$ cat config.mk
export PLATFORM = sky130hd
export DESIGN_NAME = pipelined_cla_adder
export DESIGN_NICKNAME = d
export VERILOG_FILES = /design/src/rtl/pipelined_cla_adder.sv
export SDC_FILE = /design/constraint.sdc
export NUM_CORES = 1
export LEC_CHECK = 0
export CAP_MARGIN = 20
export CELL_PAD_IN_SITES_DETAIL_PLACEMENT = 0
export CELL_PAD_IN_SITES_GLOBAL_PLACEMENT = 1
export CORE_AREA = 5 5 105 107
export CTS_CLUSTER_DIAMETER = 40
export DETAILED_ROUTE_END_ITERATION = 16
export DIE_AREA = 0 0 110 112
export HOLD_SLACK_MARGIN = 0.02
export PLACE_DENSITY_LB_ADDON = 0.2
export SETUP_SLACK_MARGIN = 0.4
export SLEW_MARGIN = 20
export SYNTH_ARGS = -nofsm -noshare
export SYNTH_HDL_FRONTEND = slang
export SYNTH_SLANG_ARGS = --single-unit
$ cat constraint.sdc
create_clock -name CLK -period 5.1 [get_ports CLK]
set_input_delay 1.53 -clock CLK [delete_from_list [all_inputs] [get_ports CLK]]
set_output_delay 1.53 -clock CLK [all_outputs]
set_load 0.02 [all_outputs]
$ cat src/rtl/pipelined_cla_adder.sv
// pipelined_cla_adder
//   WIDTH-bit add/subtract built from 4-bit carry-lookahead groups. Each group has one
//   register stage, and the carry ripples from stage to stage. The adder accepts one
//   operation per cycle. Both sides use valid/ready flow control, and one global enable
//   (ADV) freezes the whole pipeline when the output is stalled.
//
// Ports
//   CLK        in   1      clock, rising edge
//   RST        in   1      synchronous reset, active-high
//   IN_VALID   in   1      A/B/C0/SUB valid
//   IN_READY   out  1      input accepted this cycle when IN_VALID=1
//   A, B       in   WIDTH  operands
//   C0         in   1      carry-in (ignored when SUB=1)
//   SUB        in   1      0: F=A+B+C0, 1: F=A-B
//   OUT_VALID  out  1      result valid
//   OUT_READY  in   1      downstream accepts result
//   F          out  WIDTH  sum/difference
//   C_OUT      out  1      carry out of MSB (SUB=1: 1 means no borrow)
//   OVF        out  1      two's-complement overflow
//   ZERO       out  1      F == 0

module pipelined_cla_adder #(
    parameter int unsigned WIDTH = 16
) (
    input  logic             CLK,
    input  logic             RST,
    input  logic             IN_VALID,
    output logic             IN_READY,
    input  logic [WIDTH-1:0] A,
    input  logic [WIDTH-1:0] B,
    input  logic             C0,
    input  logic             SUB,
    output logic             OUT_VALID,
    input  logic             OUT_READY,
    output logic [WIDTH-1:0] F,
    output logic             C_OUT,
    output logic             OVF,
    output logic             ZERO
);

    localparam int unsigned STAGES = WIDTH / 4;

    // Returns {carry into bit 3, carry out of bit 3, sum[3:0]}.
    function automatic logic [5:0] cla4(input logic [3:0] a, input logic [3:0] b,
                                        input logic cin);
        logic [3:0] g;
        logic [3:0] p;
        logic       c1;
        logic       c2;
        logic       c3;
        logic       c4;
        g  = a & b;
        p  = a ^ b;
        c1 = g[0] | (p[0] & cin);
        c2 = g[1] | (p[1] & g[0]) | (p[1] & p[0] & cin);
        c3 = g[2] | (p[2] & g[1]) | (p[2] & p[1] & g[0]) | (p[2] & p[1] & p[0] & cin);
        c4 = g[3] | (p[3] & g[2]) | (p[3] & p[2] & g[1]) | (p[3] & p[2] & p[1] & g[0])
           | (p[3] & p[2] & p[1] & p[0] & cin);
        return {c3, c4, p ^ {c3, c2, c1, cin}};
    endfunction

    logic             w_adv;
    // Values entering stage k: the input port for k=0, otherwise stage k-1's registers.
    logic [WIDTH-1:0] w_a_in [STAGES];
    logic [WIDTH-1:0] w_b_in [STAGES];
    logic [WIDTH-1:0] w_s_in [STAGES];
    logic             w_c_in [STAGES];
    logic             w_v_in [STAGES];
    logic [5:0]       w_cla  [STAGES];
    logic [WIDTH-1:0] w_s_nx [STAGES];
    logic             w_ovf_nx;
    logic             w_zero_nx;

    // Stage registers: partial sum (low slices done), operands, carry, and valid.
    logic [WIDTH-1:0] r_a [STAGES];
    logic [WIDTH-1:0] r_b [STAGES];
    logic [WIDTH-1:0] r_s [STAGES];
    logic             r_c [STAGES];
    logic             r_v [STAGES];
    logic             r_ovf;
    logic             r_zero;

    assign w_adv    = ~r_v[STAGES-1] | OUT_READY;
    assign IN_READY = w_adv;

    always_comb begin
        w_a_in[0] = A;
        w_b_in[0] = SUB ? ~B : B;
        w_s_in[0] = '0;
        w_c_in[0] = SUB ? 1'b1 : C0;
        w_v_in[0] = IN_VALID;
        for (int unsigned k = 1; k < STAGES; k++) begin
            w_a_in[k] = r_a[k-1];
            w_b_in[k] = r_b[k-1];
            w_s_in[k] = r_s[k-1];
            w_c_in[k] = r_c[k-1];
            w_v_in[k] = r_v[k-1];
        end
        for (int unsigned k = 0; k < STAGES; k++) begin
            w_cla[k]            = cla4(w_a_in[k][4*k +: 4], w_b_in[k][4*k +: 4], w_c_in[k]);
            w_s_nx[k]           = w_s_in[k];
            w_s_nx[k][4*k +: 4] = w_cla[k][3:0];
        end
        // Signed overflow: carry into the MSB differs from carry out of it.
        w_ovf_nx  = w_cla[STAGES-1][5] ^ w_cla[STAGES-1][4];
        w_zero_nx = (w_s_nx[STAGES-1] == '0);
    end

    always_ff @(posedge CLK) begin
        if (RST) begin
            for (int unsigned k = 0; k < STAGES; k++) begin
                r_a[k] <= '0;
                r_b[k] <= '0;
                r_s[k] <= '0;
                r_c[k] <= 1'b0;
                r_v[k] <= 1'b0;
            end
            r_ovf  <= 1'b0;
            r_zero <= 1'b0;
        end else if (w_adv) begin
            for (int unsigned k = 0; k < STAGES; k++) begin
                r_a[k] <= w_a_in[k];
                r_b[k] <= w_b_in[k];
                r_s[k] <= w_s_nx[k];
                r_c[k] <= w_cla[k][4];
                r_v[k] <= w_v_in[k];
            end
            r_ovf  <= w_ovf_nx;
            r_zero <= w_zero_nx;
        end
    end

    assign OUT_VALID = r_v[STAGES-1];
    assign F         = r_s[STAGES-1];
    assign C_OUT     = r_c[STAGES-1];
    assign OVF       = r_ovf;
    assign ZERO      = r_zero;

endmodule

Word-level counts from Yosys, hierarchy flattened
Memory sizes are Yosys's and may differ from the RTL's. Cells that the tools add are included.

Mux-type cells: 27. Bitwise logic cells: 140. Reductions and logical operators: 1.

Operator list (number): two-way mux 16 bit (13); AND 1 bit (64); bitwise OR 1 bit (61); XOR 4 bit (8); AND 4 bit (4); zero test 16 bit (1); inverter 16 bit (1); two-way mux 1 bit (14); inverter 1 bit (1); XOR 1 bit (1).

Register bits after elaboration: 2. RAM bits: 200. Word-level logic and storage cells: 175. Memories: 5.

Memories: r_a (words 4, width 16, rd ports 3, clocked after Yosys merged registers in 0, wr ports 4, RTL line 75) `logic [WIDTH-1:0] r_a [STAGES];`; r_b (words 4, width 16, rd ports 3, clocked after Yosys merged registers in 0, wr ports 4, RTL line 76) `logic [WIDTH-1:0] r_b [STAGES];`; r_s (words 4, width 16, rd ports 4, clocked after Yosys merged registers in 0, wr ports 4, RTL line 77) `logic [WIDTH-1:0] r_s [STAGES];`; r_c (words 4, width 1, rd ports 4, clocked after Yosys merged registers in 0, wr ports 4, RTL line 78) `logic r_c [STAGES];`; r_v (words 4, width 1, rd ports 4, clocked after Yosys merged registers in 0, wr ports 4, RTL line 79) `logic r_v [STAGES];`.

Longest topological paths before layout
Depth after elaboration: 9. Mapped depth: 7. Gate-level depth less buffers: 6.

Worst setup path before layout
OpenSTA, ideal clock, no wires.

Path type: input port to flip-flop. From: input OUT_READY. To: memory r_a[0][10], enable pin. Library setup time: 450 ps. Arrival: 3680 ps. Slack: 970 ps. Cell stages on the path: 3. Path buffers: 0. Cell sequence: nand2b_2 > nor2_1 > inv_1.

RTL lines: start, declared (RTL line 34) `input logic OUT_READY,`; end, declared (RTL line 75).

Final worst setup path
From: input OUT_READY. To: output IN_READY.

Longest elaborated chain between the ends: 1.

RTL lines: bitwise OR 1 bit (RTL line 83) `assign w_adv = ~r_v[STAGES-1] | OUT_READY;`; end, declared (RTL line 28) `output logic IN_READY,`.

No other way between the ends.

==> results.md <==
- Max Cap Violations: 0
- WP data arrival: 2750 ps
- HP Class: flop to flop
- Mux share of post-synthesis cell area: 0.461%
- Worst endpoint required time: 3570 ps
- Final Hold Viols: 0
- Initial DRC Count: 108
- CTS tree: built
- Global Route Usage Sum: 10.7%
- Worst hold margin: 496 ps
- Initial antenna violation count: 0
- Post-synthesis simple-gate area fraction: 14.8%
- Slew headroom: 37.5%
- Post-CTS setup buffers: 0
- Vias in the first global route: 2,326
- Core area: 0.0100 sq mm
- Drt wl/cell: 11.8 microns
- Largest net degree at the start of global routing: 97
- Clock root cell: clkbuf_8
- Row count: 37
- Static Leakage: 2.13 nW
- Final setup vio count: 0
- Slew Limit Fails: 0
- Status: finished clean
- Grt total ovfl: 0
- Pre-antenna DRT Iters: 4
- Worst skew pair latency: 350 ps
- R2r setup slk: 3150 ps
- Die Height: 112 microns
- Crit Path Max Fanout: 6
- Seq cells post-synth: 98
- Worst hold stages: 1
- Synth cell types: 34
- Tcrit/Tclk final: 84.0%
- Initial core utilization: 43.2%
- Gate Count Post-Synth: 306
- Reg-to-reg critical path startpoint: r_v[3]
- Crit end category: output port
- Final Non-Filler Cells: 507
- DRC: 0
- Final Skew: 9.85 ps
- Placed cell count: 491
- Top_reg_cell synth: edfxtp_1
- Pre-CTS setup slack: 817 ps
- Clock Path Buffers: 2
- Crit path launch type: primary input
- Kind of critical path: primary input to output port
- Detailed-route wire length: 6000 microns
- Reg2reg end: r_b[0][25]
- Fillcell total: 884
- Seq/Total Area, Yosys: 67.4%
- Largest cells by area after synthesis: edfxtp_1 66%, and2_1 9.2%, ha_1 4.6%
- H-tree depth: 3
- Mapped cell area: 0.00434 sq mm
- Area growth, synth to finish: 20.8%
- Number of synthesized flops with an enable pin: 96
- Count of antenna diodes in the layout: 0
- Post-synthesis compound-gate area fraction: 3.58%
- CTS Hold Bufs: 0
- Worst min-delay path endpoint: ZERO
- First-pass GRT wire length: 10,200 microns
- Clk slew on worst S/H paths: 90 ps
- Avg Inst Size Synth: 14.2 sq um
- Tmin final: 4280 ps
- Main combinational cell family by area after synthesis: simple AND/OR/NAND/NOR gates
- Post-Synth XOR/XNOR Area: 4.85%
- Ports: 59
- Dominant cell type by area after synthesis: edfxtp_1
- Layout net count: 424
- RSZ-0062 raised after global routing: false
- Port bufs: 58
- Mean number of vias per cell: 4.44
- Path depth of the worst reg2reg path: 4
- Layout cell share with drive strength beyond 1: 6.74%
- Die area: 0.0123 sq mm
- Cell area power density: 301 mW/mm^2
- Max Freq: 234 MHz
- Detailed placement HPWL: 3880 microns
- Design area: 0.00524 sq mm
- Syn_nets: 364
- Peak supply drop: 0.000119 V
- Worst setup margin: 818 ps
- Chip width: 110 microns
- Post_cts resized: 0
- Worst-margin pin slew: 936 ps
- Post-Synth Adder-Cell Area: 6.46%
- DP Area: 0.00507 sq mm
- Setup TNS: 0 ps
- Sink Count: 98
- Post-route ant nets: 0
- Worst hold start: ZERO
- Synth Warn #: 0
- TritonCTS buffer count: 9
- Total number of vias: 2,252
- Fraction of registers with async set/reset: 0%
- RD Place Congestion: 0.711
- Top cell type's share of synthesized area: 66.5%
[flip-flops by register name (all words and copies together) (netlist names)]
register  count
ZERO          1
r_s          40
r_a          24
r_v           4
r_c           4
r_b          24
OVF           1
[worst max path at each step]
stage | start | end | slack (ps) | cells after the start
3_3_place_gp | OUT_READY | IN_READY | 820 | 3
2_1_floorplan | OUT_READY | r_a[0][10] | 970 | 3
4_1_cts | OUT_READY | IN_READY | 810 | 3
3_5_place_dp | OUT_READY | IN_READY | 820 | 3
6_report | OUT_READY | IN_READY | 820 | 3
5_1_grt | OUT_READY | IN_READY | 770 | 3
[synth_stat cells, types with 2 or more instances]
cell       n
dfxtp_1    2
a21o_1     4
o21ai_0    2
xor2_1    10
buf_2      7
nand2b_1   3
ha_1      16
edfxtp_1  96
and2_1    64
clkbuf_1   5
a21oi_1    4
fa_1       4
nor2_1    28
nor3_1     3
xnor2_1   14
inv_1     13
o21a_1     5
nand2_1    8
mux2i_1    2
nor4b_1    2
[cell type report]
cell class	instances	area [sq um]	area share (%)
tap	136	170	3.25
clock inverter	7	45.0	0.859
timing repair buffer	62	614	11.7
multi-input combinational	182	1320	25.1
inverter	13	50.0	0.955
clock buffer	9	124	2.36
sequential	98	2920	55.8
[per-stage QoR]
step	util, %	power, mW
after floorplan	-	1.09
final	52.2	1.58
after CTS	52.1	1.60
after global placement	50.5	1.16
after global routing	52.2	1.66
after detailed placement	50.5	1.17
[worst max-delay path: stages]
cell and delay [ps]:
clkdlybuf4s50_1 440, nand2b_2 160, clkdlybuf4s50_1 620
[cell usage in the layout (no fill, tap or decap), types with 2 or more instances in the layout]
| cell | synthesis | routed |
|---|---|---|
| nand2b_1 | 3 | 3 |
| edfxtp_1 | 96 | 96 |
| dfxtp_1 | 2 | 2 |
| nor3_1 | 3 | 3 |
| ha_1 | 16 | 16 |
| buf_4 | 0 | 3 |
| xnor2_1 | 14 | 14 |
| and2_1 | 64 | 64 |
| o21ai_0 | 2 | 2 |
| inv_1 | 13 | 12 |
| clkbuf_8 | 0 | 9 |
| fa_1 | 4 | 4 |
| a21oi_1 | 4 | 4 |
| clkinv_2 | 0 | 2 |
| a21o_1 | 4 | 4 |
| nor2_1 | 28 | 28 |
| clkdlybuf4s50_1 | 0 | 58 |
| clkinv_1 | 0 | 2 |
| clkinvlp_4 | 0 | 2 |
| o21a_1 | 5 | 5 |
| nand2_1 | 8 | 8 |
| mux2i_1 | 2 | 2 |
| xor2_1 | 10 | 10 |
| nor4b_1 | 2 | 2 |
[cells by family after synthesis]
logic type | Yosys count
and+or+nand+nor | 116
DFF | 98
buffers and inverters | 26
xor gates and xnor gates | 24
AOI/OAI and AO/OA | 20
adders and majority gates | 20
muxes | 2
[power by group]
| part | internal [mW] | switching, mW |
|---|---|---|
| registers | 0.945 | 0.0158 |
| logic | 0.0978 | 0.0851 |
| clock network | 0.176 | 0.257 |
| total | 1.22 | 0.358 |
[routing by layer]
| layer | wire, microns | GRT usage (%) |
|---|---|---|
| met3 | 318 | 3.36 |
| met4 | 109 | 4.99 |
| met2 | 2770 | 17.0 |
| met1 | 2810 | 13.1 |
| met5 | 0 | 0 |
No activity file was read; power rests on OpenSTA's default activity.
==> RTL change, RTL diff (same settings) <==
`WIDTH`: 16 -> 32.
--- a/src/rtl/pipelined_cla_adder.sv
+++ b/src/rtl/pipelined_cla_adder.sv
@@ -20,7 +20,7 @@
 //   ZERO       out  1      F == 0
 
 module pipelined_cla_adder #(
-    parameter int unsigned WIDTH = 16
+    parameter int unsigned WIDTH = 32
 ) (
     input  logic             CLK,
     input  logic             RST,
Interface: changed (resized A, B and F); port bits go from 59 to 107. No check against the original RTL was run, so the function may have changed too.
==> RTL change against the unedited design <==
- the run now fails in 3_1_place_gp_skip_io
- synthesized area grew to 3.6 times the old value
==> RTL change: results (changes against the unedited design) <==
INFO  metric synth_top_cell_by_area = sky130_fd_sc_hd__edfxtp_1 (unchanged)
INFO  metric synth_seq_cells = 386 (was 98)
INFO  metric synthesis.yosys.warnings = 0 (unchanged)
INFO  metric postSynthCellCount = 1038 (was 306)
INFO  metric synth_top_cells_by_area = sky130_fd_sc_hd__edfxtp_1 73%, sky130_fd_sc_hd__and2_1 10%, sky130_fd_sc_hd__nor2b_1 2.6%, sky130_fd_sc_hd__ha_1 2.5%, sky130_fd_sc_hd__xnor2_1 1.9% (was sky130_fd_sc_hd__edfxtp_1 66%, sky130_fd_sc_hd__and2_1 9.2%, sky130_fd_sc_hd__ha_1 4.6%, sky130_fd_sc_hd__xnor2_1 2.8%, sky130_fd_sc_hd__nor2_1 2.4%)
INFO  metric synth_flop_cell = sky130_fd_sc_hd__edfxtp_1 (unchanged)
INFO  metric outcome = stopped before the end (was finished clean)
INFO  metric asyncSetResetFlopFracSynth = 0 (unchanged)
INFO  metric synth_enable_flop_cells = 384 (was 96)
INFO  metric synth_fp_nets = 1148 (was 364)
INFO  metric synth_top_area_share = 0.729 (was 0.665)
INFO  metric core.rowCount = 37 (unchanged)
INFO  metric outcome.stop_stage = 3_1_place_gp_skip_io
INFO  metric ys_types = 37 (was 34)
INFO  metric synth_commonest_cells = 384 x sky130_fd_sc_hd__edfxtp_1, 254 x sky130_fd_sc_hd__and2_1, 65 x sky130_fd_sc_hd__nor2b_1, 57 x sky130_fd_sc_hd__nor2_1, 36 x sky130_fd_sc_hd__clkbuf_1 (was 96 x sky130_fd_sc_hd__edfxtp_1, 64 x sky130_fd_sc_hd__and2_1, 28 x sky130_fd_sc_hd__nor2_1, 16 x sky130_fd_sc_hd__ha_1, 14 x sky130_fd_sc_hd__xnor2_1)
INFO  metric error_message = [ERROR FLW-0024] Place density exceeds 1.0 (current PLACE_DENSITY_LB_ADDON =  0.2). Please check if the value of  PLACE_DENSITY_LB_ADDON is between 0 and 0.99.
INFO  metric synth_sequential_area_ratio = 0.731 (was 0.674)
[RTL change: cell count changes after synthesis, sizes merged, moves of 5 or more]
cell    unedited run  this run
a21o               4        12
and2              64       254
buf                7        43
clkbuf             6        36
edfxtp            96       384
ha                16        32
inv               13        28
nand2              8        14
nor2              28        57
nor2b              1        65
or3                1         6
xnor2             14        35
[RTL change: kinds of logic after synthesis]
logic type	count (synthesis)	share of synthesized area
and+or+nand+nor	414	0.153
DFF	386	0.731
buffers and inverters	107	0.0338
xor gates and xnor gates	48	0.0266
adders and majority gates	40	0.0354
AOI/OAI and AO/OA	37	0.0163
muxes	6	0.00380
